File: src/rtl/rv32_pkg.sv
// Shared RV32 definitions for the fetch path.
//   XLEN             : architectural register / address width
//   RESET_PC_DEFAULT : default first fetch address after reset
//   NOP_INSTR        : canonical NOP (addi x0, x0, 0), shown on an empty queue
//   fetch_entry_t    : one buffered instruction together with its PC
//   word_align()     : clears the byte-offset bits of an address
package rv32_pkg;

  localparam int          XLEN             = 32;
  localparam logic [31:0] RESET_PC_DEFAULT = 32'h0100_0000;
  localparam logic [31:0] NOP_INSTR        = 32'h0000_0013;

  typedef struct packed {
    logic [XLEN-1:0] instr;
    logic [XLEN-1:0] pc;
  } fetch_entry_t;

  function automatic logic [XLEN-1:0] word_align(input logic [XLEN-1:0] addr);
    return {addr[XLEN-1:2], 2'b00};
  endfunction

endpackage

File: src/rtl/fetch_fifo.sv
// Instruction queue for the prefetch stage: synchronous FIFO of
// {instr, pc} entries with flush and an always-registered head.
//   clock        : rising-edge clock
//   reset        : asynchronous active-low reset
//   push_i       : write wdata_i at the tail (ignored when full or flushing)
//   pop_i        : drop the head entry (ignored when empty or flushing)
//   flush_i      : discard all entries
//   wdata_i      : entry to write
//   head_valid_o : queue holds at least one entry
//   head_o       : head entry; {NOP, 0} when empty
//   count_o      : number of buffered entries
module fetch_fifo
  import rv32_pkg::*;
#(
  parameter int  DEPTH = 4,
  localparam int AW    = $clog2(DEPTH),
  localparam int CW    = AW + 1
) (
  input  logic          clock,
  input  logic          reset,
  input  logic          push_i,
  input  logic          pop_i,
  input  logic          flush_i,
  input  fetch_entry_t  wdata_i,
  output logic          head_valid_o,
  output fetch_entry_t  head_o,
  output logic [CW-1:0] count_o
);

  fetch_entry_t  mem_q [DEPTH];
  logic [AW-1:0] wr_ptr_q, wr_ptr_d;
  logic [AW-1:0] rd_ptr_q, rd_ptr_d;
  logic [CW-1:0] count_q, count_d;
  logic          push_eff;
  logic          pop_eff;

  // Pointers wrap naturally because DEPTH is a power of two.
  always_comb begin
    push_eff = push_i && (count_q != CW'(DEPTH));
    pop_eff  = pop_i && (count_q != '0);
    wr_ptr_d = wr_ptr_q;
    rd_ptr_d = rd_ptr_q;
    count_d  = count_q;
    if (flush_i) begin
      wr_ptr_d = '0;
      rd_ptr_d = '0;
      count_d  = '0;
    end else begin
      if (push_eff) wr_ptr_d = wr_ptr_q + AW'(1);
      if (pop_eff)  rd_ptr_d = rd_ptr_q + AW'(1);
      count_d = count_q + CW'(push_eff) - CW'(pop_eff);
    end
  end

  always_ff @(posedge clock or negedge reset) begin
    if (!reset) begin
      wr_ptr_q <= '0;
      rd_ptr_q <= '0;
      count_q  <= '0;
    end else begin
      wr_ptr_q <= wr_ptr_d;
      rd_ptr_q <= rd_ptr_d;
      count_q  <= count_d;
    end
  end

  // Storage needs no reset: nothing is visible unless count_q says so.
  always_ff @(posedge clock) begin
    if (push_eff && !flush_i) mem_q[wr_ptr_q] <= wdata_i;
  end

  // Head is selected purely from registers, so it changes only at clock edges.
  always_comb begin
    head_valid_o = (count_q != '0);
    head_o.instr = NOP_INSTR;
    head_o.pc    = '0;
    if (head_valid_o) head_o = mem_q[rd_ptr_q];
  end

  assign count_o = count_q;

endmodule

File: src/rtl/fetch_prefetch.sv
// Instruction prefetch stage in front of decode. Runs ahead of decode with
// word-aligned reads to instruction memory, buffers in-order responses and
// hands instructions (with PC) to decode; flushes on a PC redirect.
//   clock / reset                   : clock, asynchronous active-low reset
//   mem_req_valid/ready/addr        : read request channel to memory
//   mem_resp_valid/data             : in-order read responses, no backpressure
//   redirect / redirect_pc          : flush and restart fetch at redirect_pc
//   instr_valid/ready, instr, instr_pc : instruction hand-off to decode
module fetch_prefetch
  import rv32_pkg::*;
#(
  parameter int          DEPTH    = 4,
  parameter logic [31:0] RESET_PC = RESET_PC_DEFAULT
) (
  input  logic        clock,
  input  logic        reset,
  output logic        mem_req_valid,
  input  logic        mem_req_ready,
  output logic [31:0] mem_req_addr,
  input  logic        mem_resp_valid,
  input  logic [31:0] mem_resp_data,
  input  logic        redirect,
  input  logic [31:0] redirect_pc,
  output logic        instr_valid,
  input  logic        instr_ready,
  output logic [31:0] instr,
  output logic [31:0] instr_pc
);

  localparam int CW = $clog2(DEPTH) + 1;

  logic [31:0]   fetch_pc_q, fetch_pc_d;
  logic [31:0]   resp_pc_q, resp_pc_d;
  logic [CW-1:0] outst_q, outst_d;
  logic [CW-1:0] drop_q, drop_d;
  logic [CW-1:0] fifo_count;
  logic [CW:0]   inflight;
  logic          req_fire;
  logic          resp_fire;
  logic          resp_keep;
  logic [31:0]   target_pc;
  fetch_entry_t  push_entry;
  fetch_entry_t  head;

  // Credit: words already requested plus words buffered may never exceed the
  // queue size, so every response is guaranteed a slot. Held low in reset.
  always_comb begin
    inflight      = {1'b0, outst_q} + {1'b0, fifo_count};
    mem_req_valid = reset && (inflight < (CW+1)'(DEPTH));
    req_fire      = mem_req_valid && mem_req_ready;
    // A response with nothing outstanding is a protocol error and is ignored.
    resp_fire     = mem_resp_valid && (outst_q != '0);
    resp_keep     = resp_fire && (drop_q == '0) && !redirect;
    target_pc     = word_align(redirect_pc);
  end

  // Redirect overrides everything: responses still in flight afterwards
  // (including one requested this very cycle) belong to the old stream.
  always_comb begin
    fetch_pc_d = fetch_pc_q;
    resp_pc_d  = resp_pc_q;
    outst_d    = outst_q + CW'(req_fire) - CW'(resp_fire);
    drop_d     = drop_q;
    if (req_fire)  fetch_pc_d = fetch_pc_q + 32'd4;
    if (resp_keep) resp_pc_d  = resp_pc_q + 32'd4;
    if (resp_fire && (drop_q != '0)) drop_d = drop_q - CW'(1);
    if (redirect) begin
      fetch_pc_d = target_pc;
      resp_pc_d  = target_pc;
      drop_d     = outst_d;
    end
  end

  always_ff @(posedge clock or negedge reset) begin
    if (!reset) begin
      fetch_pc_q <= RESET_PC;
      resp_pc_q  <= RESET_PC;
      outst_q    <= '0;
      drop_q     <= '0;
    end else begin
      fetch_pc_q <= fetch_pc_d;
      resp_pc_q  <= resp_pc_d;
      outst_q    <= outst_d;
      drop_q     <= drop_d;
    end
  end

  assign mem_req_addr     = fetch_pc_q;
  assign push_entry.instr = mem_resp_data;
  assign push_entry.pc    = resp_pc_q;

  fetch_fifo #(
    .DEPTH (DEPTH)
  ) u_fifo (
    .clock        (clock),
    .reset        (reset),
    .push_i       (resp_keep),
    .pop_i        (instr_ready),
    .flush_i      (redirect),
    .wdata_i      (push_entry),
    .head_valid_o (instr_valid),
    .head_o       (head),
    .count_o      (fifo_count)
  );

  assign instr    = head.instr;
  assign instr_pc = head.pc;

  protoNoStrayResp: assert property (@(posedge clock) disable iff (!reset)
    !(mem_resp_valid && (outst_q == '0)));

endmodule
File: config.mk
export PLATFORM = sky130hd
export DESIGN_NAME = fetch_prefetch
export DESIGN_NICKNAME = d
export VERILOG_FILES = /design/src/rtl/rv32_pkg.sv /design/src/rtl/fetch_fifo.sv /design/src/rtl/fetch_prefetch.sv
export SDC_FILE = /design/constraint.sdc
export NUM_CORES = 1
export LEC_CHECK = 0
export BUFFER_PORTS_ARGS = -buffer_cell sky130_fd_sc_hd__buf_4
export CAP_MARGIN = 20
export CORE_ASPECT_RATIO = 0.8
export CORE_MARGIN = 5
export CORE_UTILIZATION = 61
export CTS_BUF_LIST = sky130_fd_sc_hd__clkbuf_4 sky130_fd_sc_hd__clkbuf_8
export CTS_CLUSTER_SIZE = 40
export DETAILED_ROUTE_END_ITERATION = 16
export PLACE_DENSITY = 0.83
export SLEW_MARGIN = 30
export SYNTH_ARGS = -nofsm -noshare
export SYNTH_HDL_FRONTEND = slang
export SYNTH_HIERARCHICAL = 1
export SYNTH_SLANG_ARGS = --single-unit
File: constraint.sdc
create_clock -name clock -period 8.5 [get_ports clock]
set_clock_uncertainty 0.2 [all_clocks]
set_input_delay 1.275 -clock clock [delete_from_list [all_inputs] [get_ports clock]]
set_output_delay 1.275 -clock clock [all_outputs]
set_load 0.01 [all_outputs]
After elaboration in Yosys (flattened, before gate mapping)
Memory sizes are Yosys's and may differ from the RTL's.
Cells that the tools add are included.
- flip-flop bits (word level): 77
- bits in writable memories: 256
- input port bits: 70
- output and inout port bits: 98
- word-level logic and storage cells: 53
- memories: 1
- add/sub/neg operators: 10
- $lt $le $gt $ge: 1
- eq/ne operators: 1
- multiplexer cells: 14
- reduce and logical (&&, ||, !) cells: 19
- memory list (memory ; depth ; width ; read ports ; clocked after Yosys merged registers in ; wr ports ; line ; source):
    u_fifo.mem_q ; 4 ; 64 ; 1 ; 0 ; 1 ; fetch_fifo.sv:30 ; fetch_entry_t mem_q [DEPTH];
- operators by type and width (operator ; number):
    32-bit two-way mux ; 4
    32-bit by 3-bit adder with 32-bit output, second input constant ; 2
    64-bit two-way mux ; 1
    2-bit nonzero test ; 5
    1-bit logical AND ; 9
    3-bit two-way mux ; 3
    3-bit nonzero test ; 3
    2-bit two-way mux ; 4
    3-bit by 1-bit adder with 3-bit output ; 2
    3-bit by 1-bit subtractor with 3-bit output ; 2
    2-bit by 1-bit adder with 2-bit output, second input constant ; 2
    3-bit by 3-bit adder with 4-bit output ; 1
    4-bit by 3-bit less-than comparator with 1-bit output, second input constant ; 1
    3-bit zero test ; 1
    3-bit inequality test, second input constant ; 1
    3-bit by 1-bit subtractor with 3-bit output, second input constant ; 1
    1-bit two-way mux ; 2
    1-bit zero test ; 1

Depth between registers and ports, before layout
- depth in word-level cells: 8
- mapped depth: 16
- depth with buffers taken out: 15

Modules after synthesis
Netlist, hierarchy kept.
- by module, submodules not included (module ; instances ; cells each ; area an instance (um^2) ; sequential area each (um^2)):
    fetch_fifo ; 1 ; 453 ; 10133.5 ; 7862.5
    fetch_prefetch ; 1 ; 489 ; 4286.6 ; 1654.1

Worst setup path before layout
OpenSTA, ideal clock, no wires.
- kind: input to register
- start: input port mem_resp_valid
- end: memory u_fifo/mem_q[0][0] (netlist bit) (enable)
- setup time: 578 ps
- data arrival time: 7119 ps
- required time: 7722 ps
- setup slack: 603 ps
- cell stages on the path: 8
- path buffers: 1
- path through: o31ai_1 -> inv_1 -> buf_2 -> nand2_1 -> nor2_1 -> a21boi_0 -> inv_1 -> nor3b_1
- longest elaborated chain between the ends: 7
- ends and longest elaborated chain (what ; line ; source):
    start, declared ; fetch_prefetch.sv:20 ; input logic mem_resp_valid,
    1-bit logical AND ; fetch_prefetch.sv:52 ; resp_fire = mem_resp_valid && (outst_q != '0);
    1-bit logical AND (2 in a row) ; fetch_prefetch.sv:53 ; resp_keep = resp_fire && (drop_q == '0) && !redirect;
    named net resp_keep ; fetch_prefetch.sv:40 ; logic resp_keep;
    1-bit logical AND ; fetch_fifo.sv:39 ; push_eff = push_i && (count_q != CW'(DEPTH));
    1-bit logical AND ; fetch_fifo.sv:69 ; if (push_eff && !flush_i) mem_q[wr_ptr_q] <= wdata_i;
    1-bit two-way mux ; fetch_fifo.sv:69 ;
    1-bit two-way mux (implied by the code) ; fetch_fifo.sv:69 ;
    end, declared ; fetch_fifo.sv:30 ;
The timed path passes the listed nets, and every way through them passes these cells.

Worst setup path in the final report
- start: register u_fifo.rd_ptr_q[0]
- end: output port instr_pc[14]
- longest elaborated chain between the ends: 2
- ends and longest elaborated chain (what ; line ; source):
    start, declared ; fetch_fifo.sv:32 ; logic [AW-1:0] rd_ptr_q, rd_ptr_d;
    start signal, assigned ; fetch_fifo.sv:62 ; rd_ptr_q <= rd_ptr_d;
    memory read 4 x 64 bit ; -- ;
    64-bit two-way mux ; fetch_fifo.sv:77 ; if (head_valid_o) head_o = mem_q[rd_ptr_q];
    end, declared ; fetch_prefetch.sv:27 ; output logic [31:0] instr_pc
No other way between the ends.

==> run_results.csv <==
group,metric,value,unit
synth,synth-edff-count,256,
sta,holdWs,370,ps
power_and_ir_drop,p_int,3.19,mW
synth,synth_cell_types,60,
power_and_ir_drop,clock_power_share,30.1,%
setup_path,arrival,3040,ps
sta,timing.slew.headroom,43.7,%
sta,finalHoldViolCount,0,
floorplanning,fp-row-count,50,
synth,yosysSeqAreaShare,66.0,%
sta,setup_viol,0,
synth,synthCells,942,
global_routing,grt_util_all_layers,23.3,%
min_path,hold_path.class,"reg2reg",
power_and_ir_drop,switching_share,28.7,%
global_routing,grt_pass1_wl,50200,um
synth,synth-main-ff-cell,"edfxtp_1",
synth,synth_top_area_share,53.3,%
synth,synth_area,14400,sq um
cells_and_area,fin_util,72.9,%
detailed_routing,vias,9141,
cts,clock-root-buffer,"clkbuf_8",
cells_and_area,final_cell_area,17000,sq um
floorplanning,core,23300,sq um
sta,worstMarginPinSlew,833,ps
place,placedCellCount,1388,
detailed_routing,wl_per_cell,21.2,um
cts,cts_resized,0,
cts,cts_setup_buffers,0,
synth,async_flop_share,22.2,%
synth,synth_top_family_by_area,"simple AND/OR/NAND/NOR gates",
sta,period_needed,4510,ps
detailed_routing,drcViolationCount,0,
setup_path,r2r_slack,4380,ps
cts,clk_latency,570,ps
sta,rsz0062_at_grt,"no",
sta,fin_crit_sh,53.1,%
place,postPlaceCellArea,16000,sq um
setup_path,end_kind,"output port",
synth,synthSimpleGateAreaFrac,13.2,%
setup_path,worst-setup-path-type,"reg2out",
synth,ys_ff_latch,329,
cts,htreeDepth,2,
setup_path,start_kind,"flop",
detailed_routing,wl_met2,14600,um
floorplanning,start_util,61.8,%
cells_and_area,area_delta_synth_final,18.0,%
cts,ctsHoldBuffers,0,
cts,cts_tree,"yes",
cells_and_area,fin_nets,1214,
synth,avgSynthCellArea,15.3,sq um
cells_and_area,diodes,0,
sta,finalSetupTns,0,ps
sta,fmaxAchievable,221,MHz
setup_path,cp_max_fo,40,
place,place_congestion,0.859,
detailed_routing,dr.pass1.iters,5,
place,dp_hpwl,20500,um
synth,synth_area_leaders,"edfxtp_1 53%, dfrtp_1 12%, mux4_2 10%, nor2b_1 2.6%, nand4_1 1.3%",
power_and_ir_drop,power.total,4.47,mW
setup_path,required,7030,ps
sta,setup_ws,3990,ps
detailed_routing,drt_iter0_drc,833,
place,port_buffers,163,
synth,muxShareOfSynthArea,11.0,%
floorplanning,die_area,26800,sq um
synth,synth_fa_ha_area_share,1.49,%
detailed_routing,wl_met1,13500,um
power_and_ir_drop,power_frac_comb,25.6,%
cells_and_area,post_route_cells_drive_above_1_share,30.4,%
cts,cts_buffer_depth,3,
synth,synth_compound_area_share,4.75,%
floorplanning,die_h,148,um
power_and_ir_drop,p_per_area,262,nW/um^2
cts,clk_pin_slew_worst_paths,60,ps
power_and_ir_drop,p_leak,6.03,nW
global_routing,grt_pass1_vias,9268,
power_and_ir_drop,seqPwrFrac,44.2,%
power_and_ir_drop,peakVddDrop,0.122,mV
power_and_ir_drop,switchingPower,1.28,mW
floorplanning,die_w,182,um
detailed_routing,highest_layer,"met4",
cells_and_area,final-instance-count-excl-fill,1478,
place,dp_slack,3880,ps
synth,ys_warn_count,6,
status,status,"finished clean",
detailed_routing,drt_wl_total,31300,um
synth,synth_area_leader_cell,"edfxtp_1",
floorplanning,top_level_ports,168,
global_routing,grt_overflow,0,
cts,numCtsBuffers,50,
detailed_routing,ant_nets,0,
synth,synthXorXnorAreaFrac,1.03,%
detailed_routing,routed_via_density,6.18,
cts,numClockSinks,329,
global_routing,antenna_found_initial,0,
sta,finalMaxSlewViolations,0,
detailed_routing,wl_met3,2850,um
global_routing,grt_max_degree,47,
flow_run,maxCapViolations,0,
[power groups by stage]
stage               logic (mW)  clock network (mW)  registers (mW)
floorplan                0.765                   0            1.94
global placement          1.13                   0            2.00
detailed placement        1.16                   0            2.01
CTS                       1.16                1.37            1.97
global route              1.25                1.46            1.99
finish                    1.15                1.35            1.98
[layout make-up]
class,instances,area [sq um]
flip-flops and latches,329,9520
fillers,1425,6320
multi-input cells,546,4610
repair buffers,179,1350
clock buffers,69,881
well taps,312,390
clock inverters,21,178
inverters,22,82.6
[path summary, 6_finish.rpt]
kind | endpoint | cells after the start | startpoint
max | instr_pc[14] | 4 | u_fifo/rd_ptr_q[0]$_DFFE_PN0P_
min | drop_q[1]$_DFFE_PN0P_ | 2 | drop_q[1]$_DFFE_PN0P_
max reg2reg | u_fifo/count_o[2]$_DFF_PN0_ | 15 | drop_q[0]$_DFFE_PN0P_
min reg2reg | drop_q[1]$_DFFE_PN0P_ | 2 | drop_q[1]$_DFFE_PN0P_
max in group asynchronous | resp_pc_q[4]$_DFFE_PN0N_ | 2 | reset
min in group asynchronous | mem_req_addr[28]$_DFFE_PN0N_ | 1 | reset
[synthesized netlist by cell type, types with 11 or more instances]
master,n
o31ai_1,19
mux4_2,64
and3_1,12
inv_1,21
nor4_1,21
o21ai_0,12
a211oi_1,22
edfxtp_1,256
nand3_1,19
ha_1,14
or4_1,15
nor2b_1,61
a31oi_1,18
and4_1,19
nand4_1,31
nand2_1,40
nor2_1,44
dfrtp_1,71
clkbuf_1,33
mux2_2,11
xnor2_1,16
nor3_1,23
[state kept, by name, indices dropped and copies added, names as in the netlist]
name             count
resp_pc_q           30
drop_q               3
mem_req_addr        30
u_fifo/rd_ptr_q      2
u_fifo/count_o       3
u_fifo/wr_ptr_q      2
u_fifo/mem_q       256
outst_q              3
[logic make-up after synthesis]
group	count (synthesis)
AO/OA/AOI/OAI	95
other	1
AND/OR/NAND/NOR	331
buffers and inverters	76
flip-flops	329
adder cells (fa/ha/maj)	16
XOR/XNOR	17
multiplexers	77
[worst max-delay path, stage by stage (launching register included)]
cell	delay [ps]
dfrtp_4	770
buf_4	740
mux4_2	590
nor2b_1	180
buf_4	180
[cells in the final DEF, fill, tap and decap left out, drive strengths merged, types with 11 or more instances in the layout]
master,synthesis,final
a211oi,22,22
a31oi,18,18
and3,12,12
and4,19,19
buf,20,179
clkbuf,34,69
clkinv,0,16
dfrtp,71,71
edfxtp,256,256
ha,14,14
inv,22,24
mux2,11,11
mux4,64,64
nand2,40,40
nand3,19,19
nand4,32,32
nor2,44,44
nor2b,61,61
nor3,24,24
nor4,21,21
o21ai,12,12
o31ai,19,19
or4,15,15
xnor2,16,16
[metal layers]
| metal | up-vias | global-route usage [%] |
|---|---|---|
| met5 | - | 0 |
| met2 | 463 | 35.8 |
| met3 | 53 | 5.07 |
| li1 | 4088 | - |
| met1 | 4537 | 35.1 |
| met4 | 0 | 5.10 |
No activity file was read; power rests on OpenSTA's default activity.
